--- config.mk ---
export PLATFORM = sky130hd
export DESIGN_NAME = divisor_sequencial
export DESIGN_NICKNAME = d
export VERILOG_FILES = /design/src/rtl/divisor_pkg.sv /design/src/rtl/divisor_passo.sv /design/src/rtl/divisor_sequencial.sv
export SDC_FILE = /design/constraint.sdc
export NUM_CORES = 1
export LEC_CHECK = 0
export BUFFER_PORTS_ARGS = -buffer_cell sky130_fd_sc_hd__buf_4
export CAP_MARGIN = 15
export CORE_MARGIN = 2
export CORE_UTILIZATION = 30
export CTS_CLUSTER_SIZE = 10
export DETAILED_ROUTE_END_ITERATION = 8
export PLACE_DENSITY = 0.47
export SLEW_MARGIN = 20
export SYNTH_ARGS = -nofsm -noshare
export SYNTH_HDL_FRONTEND = slang
export SYNTH_HIERARCHICAL = 1
export SYNTH_SLANG_ARGS = --single-unit
--- constraint.sdc ---
create_clock -name Clk -period 5.9 [get_ports Clk]
set_clock_uncertainty 0.05 [all_clocks]
set_input_delay 0.885 -clock Clk [delete_from_list [all_inputs] [get_ports Clk]]
set_output_delay 0.885 -clock Clk [all_outputs]
set_load 0.02 [all_outputs]
--- src/rtl/divisor_pkg.sv ---
// Shared constants and state encoding for the sequential restoring divider.
package divisor_pkg;

    localparam int N = 16;

    typedef enum logic [1:0] {
        IDLE = 2'd0,
        CALC = 2'd1,
        DONE = 2'd2
    } state_t;

endpackage

--- src/rtl/divisor_passo.sv ---
// One combinational restoring-division step: shift {R,Q} left, then subtract DREG if it fits.
module divisor_passo
    import divisor_pkg::*;
#(
    parameter int N = divisor_pkg::N
) (
    input  logic [N:0]   r,
    input  logic [N-1:0] q,
    input  logic [N-1:0] dreg,
    output logic [N:0]   r_next,
    output logic [N-1:0] q_next
);

    logic [N:0] r_sh_s;
    logic [N:0] d_ext_s;
    logic       fits_s;

    // R stays below DREG between steps, so its MSB is zero and the shift loses nothing
    always_comb begin
        r_sh_s  = {r[N-1:0], q[N-1]};
        d_ext_s = {1'b0, dreg};
        fits_s  = (r_sh_s >= d_ext_s);
        if (fits_s) begin
            r_next = r_sh_s - d_ext_s;
        end else begin
            r_next = r_sh_s;
        end
        q_next = {q[N-2:0], fits_s};
    end

endmodule

--- src/rtl/divisor_sequencial.sv ---
// Sequential restoring divider: 2N-bit dividend / N-bit divisor, one quotient bit per clock,
// using the St/Idle/Done handshake shared with the shift-add multiplier.
module divisor_sequencial #(
    parameter int N = divisor_pkg::N
) (
    input  logic           Clk,
    input  logic           Reset,
    input  logic           St,
    input  logic [2*N-1:0] Dividendo,
    input  logic [N-1:0]   Divisor,
    output logic [N-1:0]   Quociente,
    output logic [N-1:0]   Resto,
    output logic           Idle,
    output logic           Done,
    output logic           Overflow
);

    import divisor_pkg::*;

    localparam int CW = $clog2(N + 1);
    localparam logic [CW-1:0] LAST_STEP = CW'(N - 1);
    localparam logic [CW-1:0] CNT_ONE   = CW'(1);

    state_t         state_r;
    logic [CW-1:0]  cnt_r;
    logic [N-1:0]   dreg_r;
    logic [N:0]     r_r;
    logic [N-1:0]   q_r;
    logic [N:0]     r_next_s;
    logic [N-1:0]   q_next_s;
    logic [N-1:0]   hi_s;
    logic           ovf_s;

    divisor_passo #(.N(N)) u_passo (
        .r      (r_r),
        .q      (q_r),
        .dreg   (dreg_r),
        .r_next (r_next_s),
        .q_next (q_next_s)
    );

    // Quotient would not fit in N bits (or divide by zero) when the upper half is not below the divisor
    always_comb begin
        hi_s  = Dividendo[2*N-1:N];
        ovf_s = (Divisor == {N{1'b0}}) || (hi_s >= Divisor);
    end

    // Control FSM, step counter, datapath registers and registered handshake outputs
    always_ff @(posedge Clk) begin
        if (Reset) begin
            state_r   <= IDLE;
            cnt_r     <= {CW{1'b0}};
            dreg_r    <= {N{1'b0}};
            r_r       <= {(N+1){1'b0}};
            q_r       <= {N{1'b0}};
            Quociente <= {N{1'b0}};
            Resto     <= {N{1'b0}};
            Idle      <= 1'b1;
            Done      <= 1'b0;
            Overflow  <= 1'b0;
        end else begin
            case (state_r)
                IDLE: begin
                    if (St) begin
                        dreg_r <= Divisor;
                        Idle   <= 1'b0;
                        if (ovf_s) begin
                            Overflow <= 1'b1;
                            Done     <= 1'b1;
                            state_r  <= DONE;
                        end else begin
                            r_r      <= {1'b0, hi_s};
                            q_r      <= Dividendo[N-1:0];
                            cnt_r    <= {CW{1'b0}};
                            Overflow <= 1'b0;
                            state_r  <= CALC;
                        end
                    end
                end
                CALC: begin
                    r_r   <= r_next_s;
                    q_r   <= q_next_s;
                    cnt_r <= cnt_r + CNT_ONE;
                    if (cnt_r == LAST_STEP) begin
                        Quociente <= q_next_s;
                        Resto     <= r_next_s[N-1:0];
                        Done      <= 1'b1;
                        state_r   <= DONE;
                    end
                end
                DONE: begin
                    Done    <= 1'b0;
                    Idle    <= 1'b1;
                    state_r <= IDLE;
                end
                default: begin
                    Done    <= 1'b0;
                    Idle    <= 1'b1;
                    state_r <= IDLE;
                end
            endcase
        end
    end

endmodule

* Yosys cells after proc, flatten, opt, wreduce, memory -nomap -nowiden *
Cells that the tools add are included.

storage, ports and cells
  output and inout port bits = 35
  input port bits = 51
  register bits = 90
  word-level logic and storage cells = 52

cells by class
  reduce and logical (&&, ||, !) cells = 10
  order comparisons = 2
  bitwise logic cells = 1
  equality and inequality tests = 6
  multiplexer cells = 21
  add/sub/neg operators = 2

operator list
  operator                                                               count
  16-bit two-way mux                                                     5
  16-bit case mux with 2 select lines                                    2
  17-bit by 16-bit >= comparator with 1-bit output                       1
  16-bit >= comparator                                                   1
  16-bit zero test                                                       1
  16-bit subtractor                                                      1
  5-bit two-way mux                                                      2
  5-bit case mux with 2 select lines                                     1
  2-bit inequality test, second input constant                           4
  2-bit AND reduction                                                    4
  2-bit two-way mux                                                      3
  3-bit AND reduction                                                    2
  5-bit by 1-bit adder with 5-bit output, second input constant          1
  5-bit by 4-bit equality test with 1-bit output, second input constant  1
  1-bit two-way mux                                                      5
  1-bit case mux with 2 select lines                                     2
  2-bit case mux with 2 select lines                                     1
  2-bit by 1-bit equality test with 1-bit output, second input constant  1
  2-bit zero test                                                        1
  2-bit nonzero test                                                     1
  1-bit logical OR                                                       1
  1-bit inverter                                                         1

* Depth between registers and ports, before layout *
Gate-level depths: netlist of run 1.

  depth after elaboration = 5
  gate-level depth with buffers = 13
  mapped depth without buffers = 11

* Hierarchy *
Netlist of run 1, hierarchy kept.

by module, submodules not included
  module              cells each  instances  area each (sq um)
  divisor_sequencial  501         1          4,299.1
  divisor_passo       164         1          1,249.9

* Worst setup path before layout of run 1 *
No wires, ideal clock.

  path type = input-to-reg
  from = input Dividendo[16]
  to = register r_r[10]
  stages on the path = 9
  path buffers = 2
  slack = 2.904 ns
  required time = 5.764 ns
  library setup time = 0.086 ns
  arrival = 2.860 ns
  path through = inv_1 ha_1 nand2b_4 a2111oi_4 o41ai_4 or4_1 buf_2 buf_6 a221oi_2

on the way
  longest elaborated chain between the ends = 4

ends and longest elaborated chain
  item                                    line                      RTL
  start: declaration                      divisor_sequencial.sv:9   input logic [2*N-1:0] Dividendo,
  16-bit >= comparator                    divisor_sequencial.sv:45  ovf_s = (Divisor == {N{1'b0}}) || (hi_s >= Divisor);
  1-bit logical OR                        divisor_sequencial.sv:45
  2-bit inequality test (no source line)  n/a
  3-bit AND reduction (no source line)    n/a
  end signal: assignment                  divisor_sequencial.sv:54  r_r <= {(N+1){1'b0}};
  end signal: assignment                  divisor_sequencial.sv:72  r_r <= {1'b0, hi_s};
  end signal: assignment                  divisor_sequencial.sv:81  r_r <= r_next_s;
  end: declaration                        divisor_sequencial.sv:27  logic [N:0] r_r;

No other way between the ends.
A chain may end at the register's enable or synchronous reset.

* Worst setup path after layout of run 1 *
  from = input Divisor[15]
  to = register r_r[8]

on the way
  longest elaborated chain between the ends = 4

ends and longest elaborated chain
  item                                                      line                      RTL
  start: declaration                                        divisor_sequencial.sv:10  input logic [N-1:0] Divisor,
  16-bit >= comparator or 16-bit zero test (tied branches)  divisor_sequencial.sv:45
  1-bit logical OR (*)                                      divisor_sequencial.sv:45
  2-bit inequality test (no source line) (*)                n/a
  3-bit AND reduction (no source line) (*)                  n/a

Every way passes the cells marked *; elsewhere a longest branch is shown, timed or not.

==> results of run 1 <==
-- final cells by class --
class	count	area share (%)
Tap cell	229	4.44
Inverter	70	4.08
Clock inverter	7	1.26
Clock buffer	9	3.49
Multi-Input combinational cell	442	48.2
Timing Repair Buffer	90	10.5
Sequential cell	90	27.9
-- state kept, by name, summed over array words and instances (netlist names) --
name / flops
Done: 1
Idle: 1
Overflow: 1
Quociente: 16
Resto: 16
cnt_r: 5
dreg_r: 16
q_r: 16
r_r: 16
state_r: 2
-- worst register-to-register path, stage by stage, from the launching register on --
cell	delay (ps)
dfxtp_1	350
inv_1	50
ha_1	360
a211oi_2	290
nor2_1	110
a211oi_4	250
o31ai_4	130
a21boi_4	640
mux2_2	460
o21bai_1	200
a221oi_2	50
-- how the worst min path moves through the flow --
| stage | end | cells after the start |
|---|---|---|
| global route | Quociente[6]$_SDFFE_PP0P_ | 2 |
| detailed placement | dreg_r[7]$_SDFFE_PP0P_ | 2 |
| floorplan | dreg_r[10]$_SDFFE_PP0P_ | 2 |
| CTS | dreg_r[3]$_SDFFE_PP0P_ | 2 |
| finish | dreg_r[3]$_SDFFE_PP0P_ | 2 |
| global placement | dreg_r[3]$_SDFFE_PP0P_ | 2 |
-- per-stage QoR --
stage          area [um^2]  hold slack (ps)  worst slack [ps]  cells
6_report              6450              406              2420    937
5_1_grt               6450              430              2210    937
4_1_cts               6440              408              2210    936
3_5_place_dp          6130              399              1840    920
3_3_place_gp          6130              394              1950    920
2_1_floorplan         5480              386              2900    655
-- power by group through the flow --
stage,Combinational [mW],Sequential [mW],Clock (mW)
after global routing,0.942,0.715,0.660
after floorplan,0.718,0.707,0
after detailed placement,0.856,0.720,0
final,0.855,0.708,0.612
after CTS,0.861,0.707,0.629
after global placement,0.848,0.720,0
-- metal layers --
layer  vias up  wire length [um]
li1       2325                 -
met1      2132              7370
met2        84              6760
met3        16               596
met4         0               275
met5         -                 0
==> summary.md, run 1 <==
| Metric | Value |
|---|---|
| Status | `finished, final reports clean` |
| Synth-to-layout area growth | `17.7%` |
| Post-CTS sizing | `0` |
| Root Buffer | `clkbuf_16` |
| Switch Pwr | `about 800 uW` |
| Global routing usage on met1 | `between 20% and 30%` |
| CTS HTree Levels | `3` |
| Vias in the first global route | `about 4,600` |
| Via-to-Cell Ratio | `between 4 and 5` |
| Pre-Repair DR Iteration Count | `4` |
| Sequential cell area | `roughly 0.0018 mm^2` |
| Worst min path class | `reg -> reg` |
| Clock slew at reported path FFs | `~70 ps` |
| Most common cell after layout, fill and taps aside | `nand2_1` |
| Clock power frac | `around 28%` |
| Met3 Use GR | `roughly 2.9%` |
| FF-to-FF Start | `dreg_r[10]$_SDFFE_PP0P_` |
| Detailed placement HPWL | `10,800 um` |
| DIE HEIGHT | `between 100 and 150 um` |
| Total grt overflow | `0` |
| Buffers on Ports | `85` |
| Post-route ant nets | `0` |
| Total Power | `2.17 mW` |
| Avg Inst Size Synth | `8.36 um^2` |
| Switching share of total power | `36.5%` |
| # rows | `49` |
| Final hold viol count | `0` |
| Longest Clk Path Bufs | `2` |
| Worst setup path category | `in -> reg` |
| CP Max Fanout | `32` |
| Cts bufs inserted | `9` |
| CP Data Required Time | `6020 ps` |
| Unrepaired setup endpoints after global routing | `false` |
| Multi-input gate area | `between 0.003 and 0.004 mm^2` |
| Reg2reg end | `r_r[2]$_SDFFE_PP0P_` |
| Crit path buffers/inverters | `2` |
| Post-route clock period utilization | `59.0%` |
| Leak | `2.72 nW` |
| Placer Congestion | `0.810` |
| Via count | `~4,600` |
| Internal power | `1.38 mW` |
| Crit path to | `r_r[8]$_SDFFE_PP0P_` |
| IO Count | `86` |
| Slew Limit Fails | `0` |
| Final core occ | `~36%` |
| Largest net degree at the start of global routing | `just over 90` |
| Minimum clock period after layout | `around 3500 ps` |
| Syn_nets | `roughly 740` |
| Worst EP arrival | `roughly 3600 ps` |
| Worst-path cell chain | `buf_4, inv_1, ha_1, nand4_1, or3_1, o41ai_4, or4_2, a221oi_1` |
| Flop pwr share | `about 33%` |
| CTS Hold Bufs | `0` |
| Nets | `789` |
| WL final | `15,000 um` |
| WP depth | `8` |
| GRT Max-Usage Layer | `met2` |
| CTS tree | `yes` |
| Initial antenna violation count | `0` |
| Setup TNS | `0 ps` |
| Initial DRC Count | `308` |
| Number of fill cells | `roughly 1,900` |
| Initial core utilization | `30.5%` |
| R2r setup slk | `about 2800 ps` |
| Peak supply drop | `0.159 mV` |
| Core area | `0.0180 mm^2` |
| First-pass GRT wire length | `around 24,000 um` |
| Mapped Area | `0.00548 mm^2` |
| Max-slew headroom | `about a third` |
| Fmax achieved | `287 MHz` |
| Routed length per placed instance | `~16 um` |
| Max Cap Viol | `0` |
| Full die area | `0.0194 mm^2` |
| Post-CTS setup buffers | `0` |
| Slowest stage cell, crit path | `or4_2` |
| R2R depth | `10` |
| Die X | `139 um` |
| GR met2 Demand/Resource | `24.9%` |
| CP max stage delay | `900 ps` |
| # setup viols final | `0` |
| Fraction of layout instances using a drive strength above 1 | `approximately a quarter` |
| Power density over the cells | `337 mW/mm^2` |
| Commonest non-fill, non-tap cells in the layout | `111 x nand2_1, 90 x dfxtp_1, 89 x buf_4` |
| DRC violations left | `0` |
| Clock Latency Late Sink | `360 ps` |
| Comb pwr share | `~39%` |
| Worst Tran Pin Value | `1030 ps` |
| Worst Setup SP | `Divisor[15]` |
| Critical Path Source Type | `input port` |
| CP Capture Type | `register` |
| Yosys warning count | `6` |
| Syn Inst Count | `655` |
| Hold Startpoint | `dreg_r[3]$_SDFFE_PP0P_` |
| Top Family by Delay on Critical Path | `simple AND/OR/NAND/NOR gates` |
| Diode count | `0` |
| All-layer global routing usage | `15.6%` |
| CTS Sinks | `90` |
Power figures use the tool's default switching activity.
==> inputs of run 2 (changes only) <==
PLACE_DENSITY = 0.48   (was 0.47)
clock period = 3 ns   (was 5.9 ns; I/O delays follow)
==> run 2 against run 1 <==
  * Total power increased by 100%
  * Via count increased by 3.5%
  * Combinational power increased by 110%
  * Global-route usage up 0.73 points
  * Non-clock buffer count increased by 15
  * Utilization grew 0.77 points
  * Cell count increased by 1.5%
  * Critical endpoint is now r_r[2]$_SDFFE_PP0P_
  * Final area rose by 2.2%
  * First-iteration DRC count rose by 2.6%
  * Clock-buffer cell count increased by 1
  * Hold slack worse by 100 ps
  * Critical path depth is 3 higher
==> summary.md, run 2 (synthesis gave the netlist of run 1 again) <==
| Metric | Value |
|---|---|
| Largest net degree at the start of global routing | `92` |
| Post-CTS setup buffers | `0` |
| Buffers on Ports | `85` |
| CP Data Required Time | `3180 ps` |
| IO Count | `between 80 and 90` |
| Clock slew at reported path FFs | `about 70 ps` |
| Slew Limit Fails | `0` |
| CP Capture Type | `register` |
| Most common cell after layout, fill and taps aside | `nand2_1` |
| CTS Sinks | `90` |
| Total Power | `4.39 mW` |
| Max Cap Viol | `0` |
| Root Buffer | `clkbuf_16` |
| Cts bufs inserted | `9` |
| Peak supply drop | `around 0.34 mV` |
| Vias in the first global route | `roughly 4,800` |
| Diode count | `0` |
| DIE HEIGHT | `between 100 and 150 um` |
| Total grt overflow | `0` |
| Status | `finished, final reports clean` |
| First-pass GRT wire length | `between 20,000 and 30,000 um` |
| Worst setup path category | `reg -> reg` |
| Flop pwr share | `a little under a third` |
| CTS Hold Bufs | `0` |
| Slowest stage cell, crit path | `ha_1` |
| Post-route clock period utilization | `between 90 and 100%` |
| WL final | `15,600 um` |
| Clock power frac | `a little over a quarter` |
| Via count | `about 4,700` |
| Worst-path cell chain | `inv_1, ha_1, a21oi_2, o21ai_2, a211oi_4, o31ai_4, a21boi_4, buf_12, mux2_2, o21bai_1, a221oi_2` |
| Comb pwr share | `a little over two fifths` |
| Full die area | `about 0.019 mm^2` |
| Post-CTS sizing | `0` |
| Setup TNS | `0 ps` |
| Worst EP arrival | `just under 3000 ps` |
| Switch Pwr | `1.58 mW` |
| Pre-Repair DR Iteration Count | `4` |
| Die X | `139 um` |
| Core area | `approximately 0.018 mm^2` |
| Post-route ant nets | `0` |
| Final hold viol count | `0` |
| Initial DRC Count | `between 300 and 400` |
| Detailed placement HPWL | `roughly 12,000 um` |
| Fmax achieved | `360 MHz` |
| Commonest non-fill, non-tap cells in the layout | `111 x nand2_1, 102 x buf_4, 90 x dfxtp_1` |
| DRC violations left | `0` |
| CP Max Fanout | `10` |
| Unrepaired setup endpoints after global routing | `false` |
| Clock Latency Late Sink | `350 ps` |
| # rows | `between 40 and 50` |
| CTS HTree Levels | `3` |
| Critical Path Source Type | `register` |
| Synth-to-layout area growth | `20.2%` |
| Internal power | `between 2 and 3 mW` |
| CTS tree | `yes` |
| Switching share of total power | `around 36%` |
| Top Family by Delay on Critical Path | `compound AO/OA/AOI/OAI gates` |
| Max-slew headroom | `about two fifths` |
| Minimum clock period after layout | `2780 ps` |
| Crit path buffers/inverters | `2` |
| # setup viols final | `0` |
| Nets | `~800` |
| Longest Clk Path Bufs | `2` |
| All-layer global routing usage | `between 10% and 20%` |
| Initial antenna violation count | `0` |
| Routed length per placed instance | `16.5 um` |
| Worst Tran Pin Value | `922 ps` |
| Leak | `about 2.8 nW` |
| Placer Congestion | `approximately 0.82` |
| Initial core utilization | `between 30% and 40%` |
| Power density over the cells | `approximately 670 mW/mm^2` |
| CP max stage delay | `~380 ps` |
| Via-to-Cell Ratio | `4.96` |
| Fraction of layout instances using a drive strength above 1 | `around a quarter` |
| Worst min path class | `in -> reg` |
==> run 2: cell types whose count changed in the layout (fill, tap and decap cells not counted), sizes merged <==
cell,previous run,this run
clkbuf,9,10
inv,75,71
clkinv,1,2
buf,90,105
clkinvlp,0,1
==> run 2: cell type report <==
class                      count  area [um^2]
tap                          229          287
timing repair buffer         105          826
multi-input combinational    442         3110
clock inverter                 5         63.8
inverter                      70          263
fill                        1875        11400
sequential                    90         1800
clock buffer                  10          239
==> run 2: metrics by stage <==
stage	cell area, um^2	util [%]	hold WS, ps	instances	worst slack, ps
CTS	6590	36.7	294	951	234
floorplan	5480	-	386	655	439
finish	6590	36.7	306	951	224
detailed placement	6280	35.0	397	936	43.4
global placement	6280	35.0	396	936	96.9
global route	6590	36.7	304	951	60.3
==> run 2: worst reg2reg max path, delay by kind of cell (launching register included) <==
kind,cells,cell delay (ps)
adders and majority gates,1,380
DFF,1,340
buffers and inverters,2,250
muxes,1,370
AOI/OAI and AO/OA,7,1280
==> run 2: final timing paths <==
kind,cells past startpoint,startpoint,end,slack (ps)
hold reg to reg,2,Resto[4]$_SDFFE_PP0P_,Resto[4]$_SDFFE_PP0P_,410
hold / removal,3,Dividendo[10],q_r[10]$_SDFFE_PP0P_,310
setup reg to reg,11,dreg_r[8]$_SDFFE_PP0P_,r_r[2]$_SDFFE_PP0P_,220
setup / recovery,11,dreg_r[8]$_SDFFE_PP0P_,r_r[2]$_SDFFE_PP0P_,220
==> run 2: power by group through the flow <==
stage               clock network (mW)  registers [mW]  logic (mW)
detailed placement                   0            1.42        1.82
CTS                               1.19            1.39        1.84
floorplan                            0            1.39        1.41
global placement                     0            1.42        1.81
global route                      1.24            1.41        2.00
finish                            1.17            1.40        1.83
==> run 2: per-layer routing <==
layer	global-route usage (%)	up-vias	part of all wire [%]
met1	22.4	2244	49
met4	5.37	0	1.4
met5	0	-	0
met3	2.11	12	3.6
li1	-	2356	-
met2	26.8	106	46
==> inputs of run 3 (changes only) <==
CORE_UTILIZATION = 54   (was 30)
CTS_BUF_LIST = sky130_fd_sc_hd__clkbuf_4 sky130_fd_sc_hd__clkbuf_8   (was default)
PLACE_DENSITY = 0.78   (was 0.48)
SLEW_MARGIN = default   (was 20)
==> run 3 against run 2 <==
  * Sequential power hardly changed
  * First-iteration DRC count is 10% lower
  * Largest power group unchanged
  * Critical path depth stayed put
  * Setup slack better by 43 ps
  * Die area is 43% lower
  * Register-to-register slack better by 40 ps
  * Clock-buffer cell count is 1 higher
  * Largest cell class unchanged
==> summary.md, run 3 (synthesis gave the netlist of run 1 again) <==
| Metric | Value |
|---|---|
| DP Cell Count | `~830` |
| Slew Limit Fails | `0` |
| Full die area | `around 0.011 mm^2` |
| Cts bufs inserted | `9` |
| Synth-to-layout area growth | `15.1%` |
| CP max stage delay | `between 300 and 400 ps` |
| Via-to-Cell Ratio | `about 5.6` |
| Top Family by Delay on Critical Path | `compound AO/OA/AOI/OAI gates` |
| Initial core utilization | `a little under three fifths` |
| Max Cap Viol | `0` |
| Initial antenna violation count | `0` |
| Commonest non-fill, non-tap cells in the layout | `111 x nand2_1, 95 x buf_4, 90 x dfxtp_1` |
| CTS Sinks | `90` |
| Die X | `105 um` |
| Minimum clock period after layout | `between 2000 and 3000 ps` |
| Fmax achieved | `between 300 and 400 MHz` |
| Setup TNS | `0 ps` |
| CP Data Required Time | `~3200 ps` |
| CP Max Fanout | `16` |
| Largest net degree at the start of global routing | `a little over 90` |
| Detailed placement HPWL | `slightly below 10,000 um` |
| Root Buffer | `clkbuf_8` |
| # setup viols final | `0` |
| Leak | `approximately 2.7 nW` |
| Worst Tran Pin Value | `between 800 and 900 ps` |
| Worst EP arrival | `just under 3000 ps` |
| DIE HEIGHT | `roughly 100 um` |
| First-pass GRT wire length | `22,600 um` |
| CTS HTree Levels | `3` |
| Via count | `around 4,800` |
| Clock Latency Late Sink | `around 370 ps` |
| Final cell count without fillers | `about 850` |
| Diode count | `0` |
| Initial DRC Count | `about 280` |
| Pre-Repair DR Iteration Count | `4` |
| Status | `finished, final reports clean` |
| Buffers on Ports | `85` |
| Core area | `around 0.0098 mm^2` |
| Routed length per placed instance | `between 15 and 20 um` |
| Final core occ | `64.2%` |
| Design Area, Final | `between 0.006 and 0.007 mm^2` |
| Vias in the first global route | `between 4,000 and 5,000` |
| WL final | `13,200 um` |
| Total grt overflow | `0` |
| Nets | `796` |
| Post-route clock period utilization | `91.1%` |
| Worst min path class | `in -> reg` |
| Total Power | `approximately 4.0 mW` |
| CP Capture Type | `register` |
| Worst-path cell chain | `inv_1, ha_1, a21oi_2, o21ai_2, a211oi_4, o31ai_4, a21boi_4, buf_12, mux2_2, o21bai_1, a221oi_2` |
| Slowest stage cell, crit path | `mux2_2` |
| Post-route ant nets | `0` |
| Unrepaired setup endpoints after global routing | `false` |
| CTS tree | `yes` |
| CTS Hold Bufs | `0` |
| Area after DPL | `0.00609 mm^2` |
| Max-slew headroom | `a little over two fifths` |
| Hold slack | `282 ps` |
| Fraction of layout instances using a drive strength above 1 | `23.8%` |
| All-layer global routing usage | `about a quarter` |
| IO Count | `86` |
| Longest Clk Path Bufs | `2` |
| Most common cell after layout, fill and taps aside | `nand2_1` |
| Critical Path Source Type | `register` |
| Post-CTS setup buffers | `0` |
| Post-CTS sizing | `0` |
| Number of fill cells | `around 920` |
| Peak supply drop | `between 0.3 and 0.4 mV` |
| Final hold viol count | `0` |
| Placer Congestion | `roughly 0.85` |
| Final worst-path setup slack | `267 ps` |
| Worst setup path category | `reg -> reg` |
| DRC violations left | `0` |
| Clock slew at reported path FFs | `90 ps` |
| # rows | `36` |
| Crit path buffers/inverters | `2` |
| Dpl ws | `189 ps` |
| Power density over the cells | `637 mW/mm^2` |
==> run 3: routing by layer <==
layer  part of all wire [%]  GRT usage [%]  wire length, um  vias to the layer above
met2                     50           44.4             6630                      118
li1                       -              -                -                     2342
met4                    2.9           9.05              378                        0
met1                     42           30.2             5540                     2281
met3                    4.7           5.43              618                       33
met5                      0              0                0                        -
==> run 3: final cells by class <==
type | instances | area, um^2 | area share (%)
Clock buffer | 11 | 151 | 2.40
Tap cell | 133 | 166 | 2.64
Multi-Input combinational cell | 442 | 3110 | 49.3
Clock inverter | 5 | 62.6 | 0.992
Sequential cell | 90 | 1800 | 28.6
Timing Repair Buffer | 97 | 753 | 11.9
Inverter | 70 | 263 | 4.17
==> run 3: final timing paths <==
check,from,endpoint,slack (ps),depth (start not counted)
setup / recovery,dreg_r[8]$_SDFFE_PP0P_,r_r[3]$_SDFFE_PP0P_,270,11
hold / removal,Dividendo[2],q_r[2]$_SDFFE_PP0P_,280,3
setup reg to reg,dreg_r[8]$_SDFFE_PP0P_,r_r[3]$_SDFFE_PP0P_,270,11
hold reg to reg,dreg_r[2]$_SDFFE_PP0P_,dreg_r[2]$_SDFFE_PP0P_,410,2
==> run 3: tightest hold or removal path: cells and delay by family <==
kind / cells / cell delay [ps]
AO/OA/AOI/OAI: 1 / 50
buffers and inverters: 2 / 160
==> run 3: power by group <==
part           leakage [nW]  switching [mW]  internal, mW
registers             0.736          0.0885          1.30
logic                  1.87           0.958         0.789
clock network         0.102           0.442         0.433
